File: src/rtl/rvfi_retire_tracker_pkg.sv
// Shared types for the RVFI retire tracker: the in-flight record, the
// registered packet payload and the fixed mode/order constants.
package rvfi_pkg;

  localparam int RVFI_XLEN   = 32;
  localparam int RVFI_MASK_W = RVFI_XLEN / 8;
  localparam int ORDER_W     = 64;
  localparam logic [1:0] RVFI_MODE_M = 2'b11;

  typedef struct packed {
    logic [31:0]            insn;
    logic [RVFI_XLEN-1:0]   pc;
    logic [4:0]             rs1_addr;
    logic [4:0]             rs2_addr;
    logic [RVFI_XLEN-1:0]   rs1_rdata;
    logic [RVFI_XLEN-1:0]   rs2_rdata;
    logic [RVFI_XLEN-1:0]   mem_addr;
    logic [RVFI_MASK_W-1:0] mem_rmask;
    logic [RVFI_MASK_W-1:0] mem_wmask;
    logic [RVFI_XLEN-1:0]   mem_wdata;
    logic [RVFI_XLEN-1:0]   mem_rdata;
    logic                   rdata_pending;
  } rvfi_rec_t;

  typedef struct packed {
    logic [31:0]            insn;
    logic                   trap;
    logic [4:0]             rs1_addr;
    logic [4:0]             rs2_addr;
    logic [4:0]             rd_addr;
    logic [RVFI_XLEN-1:0]   rs1_rdata;
    logic [RVFI_XLEN-1:0]   rs2_rdata;
    logic [RVFI_XLEN-1:0]   rd_wdata;
    logic [RVFI_XLEN-1:0]   pc_rdata;
    logic [RVFI_XLEN-1:0]   pc_wdata;
    logic [RVFI_XLEN-1:0]   mem_addr;
    logic [RVFI_XLEN-1:0]   mem_rdata;
    logic [RVFI_XLEN-1:0]   mem_wdata;
    logic [RVFI_MASK_W-1:0] mem_rmask;
    logic [RVFI_MASK_W-1:0] mem_wmask;
  } rvfi_pkt_t;

  function automatic rvfi_rec_t rec_load_rsp(rvfi_rec_t r, logic [RVFI_XLEN-1:0] d);
    rvfi_rec_t o;
    o               = r;
    o.mem_rdata     = d;
    o.rdata_pending = 1'b0;
    return o;
  endfunction

endpackage

File: src/rtl/rvfi_retire_tracker_if.sv
// Execute/writeback inputs and rvfi_* trace outputs of the retire tracker.
// master = core side driving the pipeline signals, slave = the tracker.
interface rvfi_retire_tracker_if #(parameter int XLEN = 32);

  logic              ex_valid;
  logic              ex_ready;
  logic [31:0]       ex_insn;
  logic [XLEN-1:0]   ex_pc;
  logic [4:0]        ex_rs1_addr;
  logic [4:0]        ex_rs2_addr;
  logic [XLEN-1:0]   ex_rs1_rdata;
  logic [XLEN-1:0]   ex_rs2_rdata;
  logic [XLEN-1:0]   ex_mem_addr;
  logic [XLEN/8-1:0] ex_mem_rmask;
  logic [XLEN/8-1:0] ex_mem_wmask;
  logic [XLEN-1:0]   ex_mem_wdata;
  logic              mem_rsp_valid;
  logic [XLEN-1:0]   mem_rsp_rdata;
  logic              wb_retire;
  logic              wb_trap;
  logic [4:0]        wb_rd_addr;
  logic [XLEN-1:0]   wb_rd_wdata;
  logic [XLEN-1:0]   wb_pc_wdata;
  logic              flush;

  logic              rvfi_valid;
  logic [63:0]       rvfi_order;
  logic [31:0]       rvfi_insn;
  logic              rvfi_trap;
  logic              rvfi_halt;
  logic              rvfi_intr;
  logic [1:0]        rvfi_mode;
  logic [4:0]        rvfi_rs1_addr;
  logic [4:0]        rvfi_rs2_addr;
  logic [4:0]        rvfi_rd_addr;
  logic [XLEN-1:0]   rvfi_rs1_rdata;
  logic [XLEN-1:0]   rvfi_rs2_rdata;
  logic [XLEN-1:0]   rvfi_rd_wdata;
  logic [XLEN-1:0]   rvfi_pc_rdata;
  logic [XLEN-1:0]   rvfi_pc_wdata;
  logic [XLEN-1:0]   rvfi_mem_addr;
  logic [XLEN-1:0]   rvfi_mem_rdata;
  logic [XLEN-1:0]   rvfi_mem_wdata;
  logic [XLEN/8-1:0] rvfi_mem_rmask;
  logic [XLEN/8-1:0] rvfi_mem_wmask;
  logic              err_underflow;

  modport master (
    output ex_valid, ex_insn, ex_pc, ex_rs1_addr, ex_rs2_addr, ex_rs1_rdata,
           ex_rs2_rdata, ex_mem_addr, ex_mem_rmask, ex_mem_wmask, ex_mem_wdata,
           mem_rsp_valid, mem_rsp_rdata, wb_retire, wb_trap, wb_rd_addr,
           wb_rd_wdata, wb_pc_wdata, flush,
    input  ex_ready, rvfi_valid, rvfi_order, rvfi_insn, rvfi_trap, rvfi_halt,
           rvfi_intr, rvfi_mode, rvfi_rs1_addr, rvfi_rs2_addr, rvfi_rd_addr,
           rvfi_rs1_rdata, rvfi_rs2_rdata, rvfi_rd_wdata, rvfi_pc_rdata,
           rvfi_pc_wdata, rvfi_mem_addr, rvfi_mem_rdata, rvfi_mem_wdata,
           rvfi_mem_rmask, rvfi_mem_wmask, err_underflow
  );

  modport slave (
    input  ex_valid, ex_insn, ex_pc, ex_rs1_addr, ex_rs2_addr, ex_rs1_rdata,
           ex_rs2_rdata, ex_mem_addr, ex_mem_rmask, ex_mem_wmask, ex_mem_wdata,
           mem_rsp_valid, mem_rsp_rdata, wb_retire, wb_trap, wb_rd_addr,
           wb_rd_wdata, wb_pc_wdata, flush,
    output ex_ready, rvfi_valid, rvfi_order, rvfi_insn, rvfi_trap, rvfi_halt,
           rvfi_intr, rvfi_mode, rvfi_rs1_addr, rvfi_rs2_addr, rvfi_rd_addr,
           rvfi_rs1_rdata, rvfi_rs2_rdata, rvfi_rd_wdata, rvfi_pc_rdata,
           rvfi_pc_wdata, rvfi_mem_addr, rvfi_mem_rdata, rvfi_mem_wdata,
           rvfi_mem_rmask, rvfi_mem_wmask, err_underflow
  );

endinterface

File: src/rtl/rvfi_retire_tracker_rec_fifo.sv
// In-order record FIFO between execute and writeback, with a head-entry
// update port for late load data and a single-cycle flush.
module rvfi_rec_fifo
  import rvfi_pkg::*;
#(
  parameter int DEPTH = 2
) (
  input  logic                 clk_i,
  input  logic                 rst_i,
  input  logic                 push_i,
  input  rvfi_rec_t            push_rec_i,
  input  logic                 pop_i,
  input  logic                 flush_i,
  input  logic                 upd_i,
  input  logic [RVFI_XLEN-1:0] upd_rdata_i,
  output rvfi_rec_t            head_o,
  output logic                 empty_o,
  output logic                 full_o
);

  localparam int AW = $clog2(DEPTH);
  localparam int PW = AW + 1;

  logic [PW-1:0] wr_ptr_q, wr_ptr_d;
  logic [PW-1:0] rd_ptr_q, rd_ptr_d;
  logic [AW-1:0] wr_idx, rd_idx;
  logic          push_ok, pop_ok;
  rvfi_rec_t     mem_q [DEPTH];

  assign wr_idx  = wr_ptr_q[AW-1:0];
  assign rd_idx  = rd_ptr_q[AW-1:0];
  assign empty_o = (wr_ptr_q == rd_ptr_q);
  assign full_o  = (wr_idx == rd_idx) && (wr_ptr_q[AW] != rd_ptr_q[AW]);
  assign head_o  = mem_q[rd_idx];

  // Full plus pop frees the head slot in the same edge the tail lands on it.
  assign push_ok = push_i && !flush_i && (!full_o || pop_i);
  assign pop_ok  = pop_i && !empty_o;

  always_comb begin
    wr_ptr_d = wr_ptr_q;
    rd_ptr_d = rd_ptr_q;
    if (flush_i) begin
      wr_ptr_d = '0;
      rd_ptr_d = '0;
    end else begin
      if (push_ok) wr_ptr_d = wr_ptr_q + PW'(1);
      if (pop_ok)  rd_ptr_d = rd_ptr_q + PW'(1);
    end
  end

  always_ff @(posedge clk_i) begin
    if (rst_i) begin
      wr_ptr_q <= '0;
      rd_ptr_q <= '0;
    end else begin
      wr_ptr_q <= wr_ptr_d;
      rd_ptr_q <= rd_ptr_d;
    end
  end

  // Push is written last so it wins when tail and a popped head share a slot.
  always_ff @(posedge clk_i) begin
    if (upd_i && !empty_o) mem_q[rd_idx] <= rec_load_rsp(mem_q[rd_idx], upd_rdata_i);
    if (push_ok)           mem_q[wr_idx] <= push_rec_i;
  end

endmodule

File: src/rtl/rvfi_retire_tracker.sv
// RVFI producer: queues execute-stage records and emits one registered
// rvfi_* packet per retirement, merged with writeback results.
module rvfi_retire_tracker
  import rvfi_pkg::*;
#(
  parameter int DEPTH = 2,
  parameter int XLEN  = RVFI_XLEN
) (
  input logic                 g_clk,
  input logic                 g_reset,
  rvfi_retire_tracker_if.slave bus
);

  rvfi_rec_t              head, push_rec;
  logic                   empty, full, push, pop;
  rvfi_pkt_t              pkt_q, pkt_d;
  logic                   valid_q, valid_d;
  logic                   err_q, err_d;
  logic [ORDER_W-1:0]     order_q, order_d;
  logic [ORDER_W-1:0]     cnt_q, cnt_d;

  assign bus.ex_ready = !full || bus.wb_retire;
  assign push         = bus.ex_valid && bus.ex_ready;
  assign pop          = bus.wb_retire && !empty;

  always_comb begin
    push_rec               = '0;
    push_rec.insn          = bus.ex_insn;
    push_rec.pc            = RVFI_XLEN'(bus.ex_pc);
    push_rec.rs1_addr      = bus.ex_rs1_addr;
    push_rec.rs2_addr      = bus.ex_rs2_addr;
    push_rec.rs1_rdata     = (bus.ex_rs1_addr == 5'd0) ? '0 : RVFI_XLEN'(bus.ex_rs1_rdata);
    push_rec.rs2_rdata     = (bus.ex_rs2_addr == 5'd0) ? '0 : RVFI_XLEN'(bus.ex_rs2_rdata);
    push_rec.mem_addr      = RVFI_XLEN'(bus.ex_mem_addr);
    push_rec.mem_rmask     = RVFI_MASK_W'(bus.ex_mem_rmask);
    push_rec.mem_wmask     = RVFI_MASK_W'(bus.ex_mem_wmask);
    push_rec.mem_wdata     = RVFI_XLEN'(bus.ex_mem_wdata);
    push_rec.rdata_pending = (bus.ex_mem_rmask != '0);
  end

  rvfi_rec_fifo #(.DEPTH(DEPTH)) u_fifo (
    .clk_i       (g_clk),
    .rst_i       (g_reset),
    .push_i      (push),
    .push_rec_i  (push_rec),
    .pop_i       (pop),
    .flush_i     (bus.flush),
    .upd_i       (bus.mem_rsp_valid),
    .upd_rdata_i (RVFI_XLEN'(bus.mem_rsp_rdata)),
    .head_o      (head),
    .empty_o     (empty),
    .full_o      (full)
  );

  always_comb begin
    pkt_d   = pkt_q;
    valid_d = pop;
    order_d = order_q;
    cnt_d   = cnt_q;
    err_d   = err_q;
    if (bus.wb_retire && empty) err_d = 1'b1;
    if (pop) begin
      order_d         = cnt_q;
      cnt_d           = cnt_q + 64'd1;
      pkt_d.insn      = head.insn;
      pkt_d.pc_rdata  = head.pc;
      pkt_d.pc_wdata  = RVFI_XLEN'(bus.wb_pc_wdata);
      pkt_d.rs1_addr  = head.rs1_addr;
      pkt_d.rs2_addr  = head.rs2_addr;
      pkt_d.rs1_rdata = head.rs1_rdata;
      pkt_d.rs2_rdata = head.rs2_rdata;
      pkt_d.mem_addr  = head.mem_addr;
      pkt_d.mem_wdata = head.mem_wdata;
      pkt_d.trap      = bus.wb_trap;
      pkt_d.rd_addr   = bus.wb_trap ? 5'd0 : bus.wb_rd_addr;
      pkt_d.rd_wdata  = (bus.wb_trap || bus.wb_rd_addr == 5'd0) ? '0 : RVFI_XLEN'(bus.wb_rd_wdata);
      pkt_d.mem_rmask = bus.wb_trap ? '0 : head.mem_rmask;
      pkt_d.mem_wmask = bus.wb_trap ? '0 : head.mem_wmask;
      // A same-cycle load response bypasses the FIFO; a still-missing one is an error.
      if (bus.mem_rsp_valid) begin
        pkt_d.mem_rdata = RVFI_XLEN'(bus.mem_rsp_rdata);
      end else if (head.rdata_pending) begin
        pkt_d.mem_rdata = '0;
        err_d           = 1'b1;
      end else begin
        pkt_d.mem_rdata = head.mem_rdata;
      end
    end
  end

  always_ff @(posedge g_clk) begin
    if (g_reset) begin
      pkt_q   <= '0;
      valid_q <= 1'b0;
      order_q <= '0;
      cnt_q   <= '0;
      err_q   <= 1'b0;
    end else begin
      pkt_q   <= pkt_d;
      valid_q <= valid_d;
      order_q <= order_d;
      cnt_q   <= cnt_d;
      err_q   <= err_d;
    end
  end

  assign bus.rvfi_valid     = valid_q;
  assign bus.rvfi_order     = order_q;
  assign bus.rvfi_insn      = pkt_q.insn;
  assign bus.rvfi_trap      = pkt_q.trap;
  assign bus.rvfi_halt      = 1'b0;
  assign bus.rvfi_intr      = 1'b0;
  assign bus.rvfi_mode      = RVFI_MODE_M;
  assign bus.rvfi_rs1_addr  = pkt_q.rs1_addr;
  assign bus.rvfi_rs2_addr  = pkt_q.rs2_addr;
  assign bus.rvfi_rd_addr   = pkt_q.rd_addr;
  assign bus.rvfi_rs1_rdata = XLEN'(pkt_q.rs1_rdata);
  assign bus.rvfi_rs2_rdata = XLEN'(pkt_q.rs2_rdata);
  assign bus.rvfi_rd_wdata  = XLEN'(pkt_q.rd_wdata);
  assign bus.rvfi_pc_rdata  = XLEN'(pkt_q.pc_rdata);
  assign bus.rvfi_pc_wdata  = XLEN'(pkt_q.pc_wdata);
  assign bus.rvfi_mem_addr  = XLEN'(pkt_q.mem_addr);
  assign bus.rvfi_mem_rdata = XLEN'(pkt_q.mem_rdata);
  assign bus.rvfi_mem_wdata = XLEN'(pkt_q.mem_wdata);
  assign bus.rvfi_mem_rmask = (XLEN/8)'(pkt_q.mem_rmask);
  assign bus.rvfi_mem_wmask = (XLEN/8)'(pkt_q.mem_wmask);
  assign bus.err_underflow  = err_q;

endmodule
File: src/flat_wrapper.sv
// flat-port wrapper written by rule: the top's interface ports become plain ports
module rvfi_retire_tracker_flat import rvfi_pkg::*;
#(
  parameter int DEPTH = 2,
  parameter int XLEN  = RVFI_XLEN
)
  (g_clk, g_reset, bus_ex_valid, bus_ex_insn, bus_ex_pc, bus_ex_rs1_addr, bus_ex_rs2_addr, bus_ex_rs1_rdata, bus_ex_rs2_rdata, bus_ex_mem_addr, bus_ex_mem_rmask, bus_ex_mem_wmask, bus_ex_mem_wdata, bus_mem_rsp_valid, bus_mem_rsp_rdata, bus_wb_retire, bus_wb_trap, bus_wb_rd_addr, bus_wb_rd_wdata, bus_wb_pc_wdata, bus_flush, bus_ex_ready, bus_rvfi_valid, bus_rvfi_order, bus_rvfi_insn, bus_rvfi_trap, bus_rvfi_halt, bus_rvfi_intr, bus_rvfi_mode, bus_rvfi_rs1_addr, bus_rvfi_rs2_addr, bus_rvfi_rd_addr, bus_rvfi_rs1_rdata, bus_rvfi_rs2_rdata, bus_rvfi_rd_wdata, bus_rvfi_pc_rdata, bus_rvfi_pc_wdata, bus_rvfi_mem_addr, bus_rvfi_mem_rdata, bus_rvfi_mem_wdata, bus_rvfi_mem_rmask, bus_rvfi_mem_wmask, bus_err_underflow);
  rvfi_retire_tracker_if #(.XLEN(XLEN)) bus_i ();
  input logic g_clk;
  input logic g_reset;
  input wire logic [$bits(bus_i.ex_valid)-1:0] bus_ex_valid;
  input wire logic [$bits(bus_i.ex_insn)-1:0] bus_ex_insn;
  input wire logic [$bits(bus_i.ex_pc)-1:0] bus_ex_pc;
  input wire logic [$bits(bus_i.ex_rs1_addr)-1:0] bus_ex_rs1_addr;
  input wire logic [$bits(bus_i.ex_rs2_addr)-1:0] bus_ex_rs2_addr;
  input wire logic [$bits(bus_i.ex_rs1_rdata)-1:0] bus_ex_rs1_rdata;
  input wire logic [$bits(bus_i.ex_rs2_rdata)-1:0] bus_ex_rs2_rdata;
  input wire logic [$bits(bus_i.ex_mem_addr)-1:0] bus_ex_mem_addr;
  input wire logic [$bits(bus_i.ex_mem_rmask)-1:0] bus_ex_mem_rmask;
  input wire logic [$bits(bus_i.ex_mem_wmask)-1:0] bus_ex_mem_wmask;
  input wire logic [$bits(bus_i.ex_mem_wdata)-1:0] bus_ex_mem_wdata;
  input wire logic [$bits(bus_i.mem_rsp_valid)-1:0] bus_mem_rsp_valid;
  input wire logic [$bits(bus_i.mem_rsp_rdata)-1:0] bus_mem_rsp_rdata;
  input wire logic [$bits(bus_i.wb_retire)-1:0] bus_wb_retire;
  input wire logic [$bits(bus_i.wb_trap)-1:0] bus_wb_trap;
  input wire logic [$bits(bus_i.wb_rd_addr)-1:0] bus_wb_rd_addr;
  input wire logic [$bits(bus_i.wb_rd_wdata)-1:0] bus_wb_rd_wdata;
  input wire logic [$bits(bus_i.wb_pc_wdata)-1:0] bus_wb_pc_wdata;
  input wire logic [$bits(bus_i.flush)-1:0] bus_flush;
  output wire logic [$bits(bus_i.ex_ready)-1:0] bus_ex_ready;
  output wire logic [$bits(bus_i.rvfi_valid)-1:0] bus_rvfi_valid;
  output wire logic [$bits(bus_i.rvfi_order)-1:0] bus_rvfi_order;
  output wire logic [$bits(bus_i.rvfi_insn)-1:0] bus_rvfi_insn;
  output wire logic [$bits(bus_i.rvfi_trap)-1:0] bus_rvfi_trap;
  output wire logic [$bits(bus_i.rvfi_halt)-1:0] bus_rvfi_halt;
  output wire logic [$bits(bus_i.rvfi_intr)-1:0] bus_rvfi_intr;
  output wire logic [$bits(bus_i.rvfi_mode)-1:0] bus_rvfi_mode;
  output wire logic [$bits(bus_i.rvfi_rs1_addr)-1:0] bus_rvfi_rs1_addr;
  output wire logic [$bits(bus_i.rvfi_rs2_addr)-1:0] bus_rvfi_rs2_addr;
  output wire logic [$bits(bus_i.rvfi_rd_addr)-1:0] bus_rvfi_rd_addr;
  output wire logic [$bits(bus_i.rvfi_rs1_rdata)-1:0] bus_rvfi_rs1_rdata;
  output wire logic [$bits(bus_i.rvfi_rs2_rdata)-1:0] bus_rvfi_rs2_rdata;
  output wire logic [$bits(bus_i.rvfi_rd_wdata)-1:0] bus_rvfi_rd_wdata;
  output wire logic [$bits(bus_i.rvfi_pc_rdata)-1:0] bus_rvfi_pc_rdata;
  output wire logic [$bits(bus_i.rvfi_pc_wdata)-1:0] bus_rvfi_pc_wdata;
  output wire logic [$bits(bus_i.rvfi_mem_addr)-1:0] bus_rvfi_mem_addr;
  output wire logic [$bits(bus_i.rvfi_mem_rdata)-1:0] bus_rvfi_mem_rdata;
  output wire logic [$bits(bus_i.rvfi_mem_wdata)-1:0] bus_rvfi_mem_wdata;
  output wire logic [$bits(bus_i.rvfi_mem_rmask)-1:0] bus_rvfi_mem_rmask;
  output wire logic [$bits(bus_i.rvfi_mem_wmask)-1:0] bus_rvfi_mem_wmask;
  output wire logic [$bits(bus_i.err_underflow)-1:0] bus_err_underflow;
  assign bus_i.ex_valid = bus_ex_valid;
  assign bus_i.ex_insn = bus_ex_insn;
  assign bus_i.ex_pc = bus_ex_pc;
  assign bus_i.ex_rs1_addr = bus_ex_rs1_addr;
  assign bus_i.ex_rs2_addr = bus_ex_rs2_addr;
  assign bus_i.ex_rs1_rdata = bus_ex_rs1_rdata;
  assign bus_i.ex_rs2_rdata = bus_ex_rs2_rdata;
  assign bus_i.ex_mem_addr = bus_ex_mem_addr;
  assign bus_i.ex_mem_rmask = bus_ex_mem_rmask;
  assign bus_i.ex_mem_wmask = bus_ex_mem_wmask;
  assign bus_i.ex_mem_wdata = bus_ex_mem_wdata;
  assign bus_i.mem_rsp_valid = bus_mem_rsp_valid;
  assign bus_i.mem_rsp_rdata = bus_mem_rsp_rdata;
  assign bus_i.wb_retire = bus_wb_retire;
  assign bus_i.wb_trap = bus_wb_trap;
  assign bus_i.wb_rd_addr = bus_wb_rd_addr;
  assign bus_i.wb_rd_wdata = bus_wb_rd_wdata;
  assign bus_i.wb_pc_wdata = bus_wb_pc_wdata;
  assign bus_i.flush = bus_flush;
  assign bus_ex_ready = bus_i.ex_ready;
  assign bus_rvfi_valid = bus_i.rvfi_valid;
  assign bus_rvfi_order = bus_i.rvfi_order;
  assign bus_rvfi_insn = bus_i.rvfi_insn;
  assign bus_rvfi_trap = bus_i.rvfi_trap;
  assign bus_rvfi_halt = bus_i.rvfi_halt;
  assign bus_rvfi_intr = bus_i.rvfi_intr;
  assign bus_rvfi_mode = bus_i.rvfi_mode;
  assign bus_rvfi_rs1_addr = bus_i.rvfi_rs1_addr;
  assign bus_rvfi_rs2_addr = bus_i.rvfi_rs2_addr;
  assign bus_rvfi_rd_addr = bus_i.rvfi_rd_addr;
  assign bus_rvfi_rs1_rdata = bus_i.rvfi_rs1_rdata;
  assign bus_rvfi_rs2_rdata = bus_i.rvfi_rs2_rdata;
  assign bus_rvfi_rd_wdata = bus_i.rvfi_rd_wdata;
  assign bus_rvfi_pc_rdata = bus_i.rvfi_pc_rdata;
  assign bus_rvfi_pc_wdata = bus_i.rvfi_pc_wdata;
  assign bus_rvfi_mem_addr = bus_i.rvfi_mem_addr;
  assign bus_rvfi_mem_rdata = bus_i.rvfi_mem_rdata;
  assign bus_rvfi_mem_wdata = bus_i.rvfi_mem_wdata;
  assign bus_rvfi_mem_rmask = bus_i.rvfi_mem_rmask;
  assign bus_rvfi_mem_wmask = bus_i.rvfi_mem_wmask;
  assign bus_err_underflow = bus_i.err_underflow;
  rvfi_retire_tracker #(.DEPTH(DEPTH), .XLEN(XLEN)) u_core (.g_clk(g_clk), .g_reset(g_reset), .bus(bus_i));
endmodule
File: config.mk
export PLATFORM = sky130hd
export DESIGN_NAME = rvfi_retire_tracker_flat
export DESIGN_NICKNAME = d
export VERILOG_FILES = /design/src/rtl/rvfi_retire_tracker_pkg.sv /design/src/rtl/rvfi_retire_tracker_if.sv /design/src/rtl/rvfi_retire_tracker_rec_fifo.sv /design/src/rtl/rvfi_retire_tracker.sv /design/src/flat_wrapper.sv
export SDC_FILE = /design/constraint.sdc
export NUM_CORES = 2
export LEC_CHECK = 0
export CORE_MARGIN = 5
export CORE_UTILIZATION = 40
export CTS_CLUSTER_DIAMETER = 120
export DETAILED_ROUTE_END_ITERATION = 8
export PLACE_DENSITY = 0.64
export SLEW_MARGIN = 10
export SYNTH_ARGS = -nofsm -noshare
export SYNTH_HDL_FRONTEND = slang
export SYNTH_SLANG_ARGS = --single-unit
File: constraint.sdc
create_clock -name g_clk -period 10.8 [get_ports g_clk]
set_input_delay 3.24 -clock g_clk [delete_from_list [all_inputs] [get_ports g_clk]]
set_output_delay 3.24 -clock g_clk [all_outputs]
set_load 0.005 [all_outputs]
==> impl_metrics.py <==
metrics = {
    "run": {
        "drv_cap": 0,
    },
    "finish": {
        "multiInputGateArea_mm2": 0.01494,
        "finalNonFillerCells": 5705,
        "final_nets": 4637,
        "synthToLayoutAreaGrowth_pct": 28.83,
        "register_area_mm2": 0.02291,
        "fillers": 8728,
        "drive_above_1_share_pct": 5.351,
        "fin_util_pct": 52.04,
    },
    "place": {
        "place_inst": 5488,
        "dp_hpwl_um": 75090,
        "place.gp.congestion": 0.8103,
        "port_buffers": 696,
        "dp_slack_ns": 2.646,
    },
    "timing": {
        "clock_skew_ns": 0.02863,
        "relSlewSlack_pct": 7.946,
        "hold_violations": 0,
        "fin_crit_ns": 8.172,
        "finalSetupViolations": 0,
        "fin_crit_sh_pct": 75.67,
        "fin_setup_tns_ns": 0,
        "drv_slew": 0,
        "worstMarginPinSlew_ns": 1.381,
        "layout_setup_ws_ns": 2.628,
        "fmax_mhz": 122.4,
        "rsz0062_at_grt": "false",
    },
    "power_and_ir_drop": {
        "power_uw": 8350,
        "ir_drop_mv": 0.1281,
        "powerDensity_mw_per_mm2": 165.4,
        "p_leak_uw": 0.01566,
    },
    "yosys": {
        "synth_commonest_cells": "nand2_1 (653), dfxtp_1 (511), o31ai_1 (437), edfxtp_1 (422), clkbuf_1 (326)",
        "ys_top_cells_by_area": "edfxtp_1 (32%), dfxtp_1 (26%), o31ai_1 (8.4%)",
        "ys.flop_type": "dfxtp_1",
        "ys_seq_area_share_pct": 58.45,
        "async_flop_share_pct": 0,
        "yosys.area.top_type": "edfxtp_1",
        "syn_area_per_cell_um2": 10.22,
        "synth_top_area_share_pct": 32.34,
        "syn_area_mm2": 0.03918,
        "postSynthCellCount": 3834,
        "synth_cell_types": 48,
        "synth-edff-count": 422,
        "yosysMostFrequentCell": "nand2_1",
        "ys_ff_latch": 933,
        "yosys_warnings": 0,
    },
    "floorplan": {
        "rows": 114,
        "io_pins": 701,
        "die_h_um": 323.0,
        "initial_core_util_pct": 40.40,
        "die_area_mm2": 0.1043,
        "core-area_mm2": 0.09699,
        "die_w_um": 323.0,
    },
    "setup_path": {
        "end_kind": "output pin",
        "regToRegEndpoint": "u_core.u_fifo.mem_q[0][195]$_DFFE_PP_",
        "worst-setup-path-type": "in -> out",
        "rr_worst_depth": 6,
        "cp.arrival_ns": 4.93,
        "r2r_slack_ns": 6.44,
        "cp_max_fo": 7,
        "worst_setup_path_start_kind": "primary input",
        "required_ns": 7.56,
        "r2r_start": "u_core.u_fifo.rd_ptr_q[0]$_SDFFE_PP0P_",
    },
    "cts": {
        "ctsResizeCount": 0,
        "cts_tree": "done",
        "cts-buffers-inserted": 104,
        "post_cts_buffers": 0,
        "clkLatencyLatePin_ns": 0.69,
        "hold_buffers": 0,
        "htree_levels": 3,
        "cts-root-buf": "clkbuf_16",
        "clock-sinks": 933,
        "clk_pin_slew_ns": 0.06,
        "cts_max_path_buffers": 3,
    },
    "min_path": {
        "min_from": "u_core.bus.rvfi_order[22]$_SDFFE_PP0N_",
        "min_to": "u_core.bus.rvfi_order[22]$_SDFFE_PP0N_",
        "hp-class": "reg -> reg",
        "hold_path_depth": 2,
    },
    "route": {
        "vias": 31408,
        "vias_per_cell": 5.505,
        "drc": 0,
        "first_pass_iters": 6,
        "dr.first_iter.drc_count": 2350,
        "postRouteAntennaNets": 0,
        "post_drt_wl_per_cell_um": 21.34,
        "wl_um": 121700,
    },
    "global_routing": {
        "grt_use_total_pct": 22.23,
        "grt_pass1_wl_um": 183200,
        "grt-ovfl-total": 0,
        "antenna_found_initial": 30,
        "grt_max_degree": 210,
        "grt_pass1_vias": 30220,
    },
    "outcome": {
        "outcome": "finished, final reports clean",
    },
}
==> layout make-up <==
type / instances / area share (%)
Antenna cell: 19 / 0.09419
Clock buffer: 145 / 5.927
Clock inverter: 53 / 1.165
Inverter: 6 / 0.04462
Multi-Input combinational cell: 2536 / 29.59
Sequential cell: 933 / 45.38
Tap cell: 1276 / 3.163
Timing Repair Buffer: 737 / 14.63
==> kinds of logic after synthesis <==
kind of cell | share of synthesized area [%]
muxes | 6.240
adders and majority gates | 0.03193
and+or+nand+nor | 14.24
other | 0.01917
buffers and inverters | 3.640
DFF | 58.45
AOI/OAI and AO/OA | 16.62
xor gates and xnor gates | 0.7600
==> metrics by stage <==
step           instance area (um^2)  hold WS [ns]
2_1_floorplan                 39190        0.4357
3_3_place_gp                  46850        0.4381
3_5_place_dp                  46850        0.4463
4_1_cts                       50430        0.4545
5_1_grt                       50460        0.4664
6_report                      50480        0.4509
==> critical path: stages <==
cell,delay (ns)
clkdlybuf4s50_1,0.64
or3_1,0.55
clkdlybuf4s50_1,0.50
==> metal layers <==
metal	vias to the layer above	routed length [um]	share of wire [%]	global-route usage (%)
li1	15071	-	-	-
met1	15117	50110	41	28.02
met2	1013	58760	48	37.18
met3	189	9265	7.6	6.244
met4	18	3460	2.8	7.189
met5	-	113	0.093	0
==> cells in the final DEF (no fill, tap or decap), types with 22 or more instances in the layout <==
master and count:
a211oi_1 234, a21oi_1 211, a22oi_1 32, buf_4 32, clkbuf_1 22, clkbuf_16 108
clkdlybuf4s50_1 694, dfxtp_1 510, edfxtp_1 422, mux2i_1 242, nand2_1 649, nand3_1 147
nand4_1 23, nor2_1 310, nor3_1 83, o31ai_1 437, xor2_1 25
==> registers in the layout, indices dropped and copies added (netlist names), named ones only <==
register,flops
u_core.bus.rvfi_rs1_addr,5
u_core.bus.rvfi_rs2_addr,5
u_core.bus.rvfi_insn,32
u_core.bus.rvfi_rs1_rdata,32
u_core.bus.rvfi_pc_wdata,32
u_core.bus.rvfi_mem_addr,32
u_core.bus.rvfi_mem_rmask,4
u_core.u_fifo.rd_ptr_q,2
u_core.bus.rvfi_rs2_rdata,32
u_core.bus.rvfi_mem_wdata,32
u_core.bus.rvfi_rd_wdata,32
u_core.cnt_q,64
u_core.bus.err_underflow,1
u_core.bus.rvfi_mem_rdata,32
u_core.u_fifo.mem_q,486
u_core.bus.rvfi_trap,1
u_core.bus.rvfi_rd_addr,5
u_core.bus.rvfi_valid,1
u_core.bus.rvfi_mem_wmask,4
u_core.u_fifo.wr_ptr_q,2
u_core.bus.rvfi_pc_rdata,32
u_core.bus.rvfi_order,64
==> worst max-delay path by stage <==
| stage | start | to | slack (ns) | cells after the start |
|---|---|---|---|---|
| after floorplan | bus_mem_rsp_valid | u_core.u_fifo.mem_q[0][0]$_DFFE_PP_ | 1.40 | 6 |
| after global placement | bus_wb_retire | bus_ex_ready | 2.65 | 3 |
| after detailed placement | bus_wb_retire | bus_ex_ready | 2.65 | 3 |
| after CTS | bus_wb_retire | bus_ex_ready | 2.64 | 3 |
| after global routing | bus_wb_retire | bus_ex_ready | 2.62 | 3 |
| final | bus_wb_retire | bus_ex_ready | 2.63 | 3 |
==> where the power goes <==
group | leakage, uW | internal (uW) | switching [uW]
logic | 0.00587 | 333 | 426
clock network | 0.00176 | 2180 | 1490
registers | 0.00803 | 3850 | 64.6
total | 0.0157 | 6370 | 1980
Note: power is estimated with default switching activity, not from simulation.
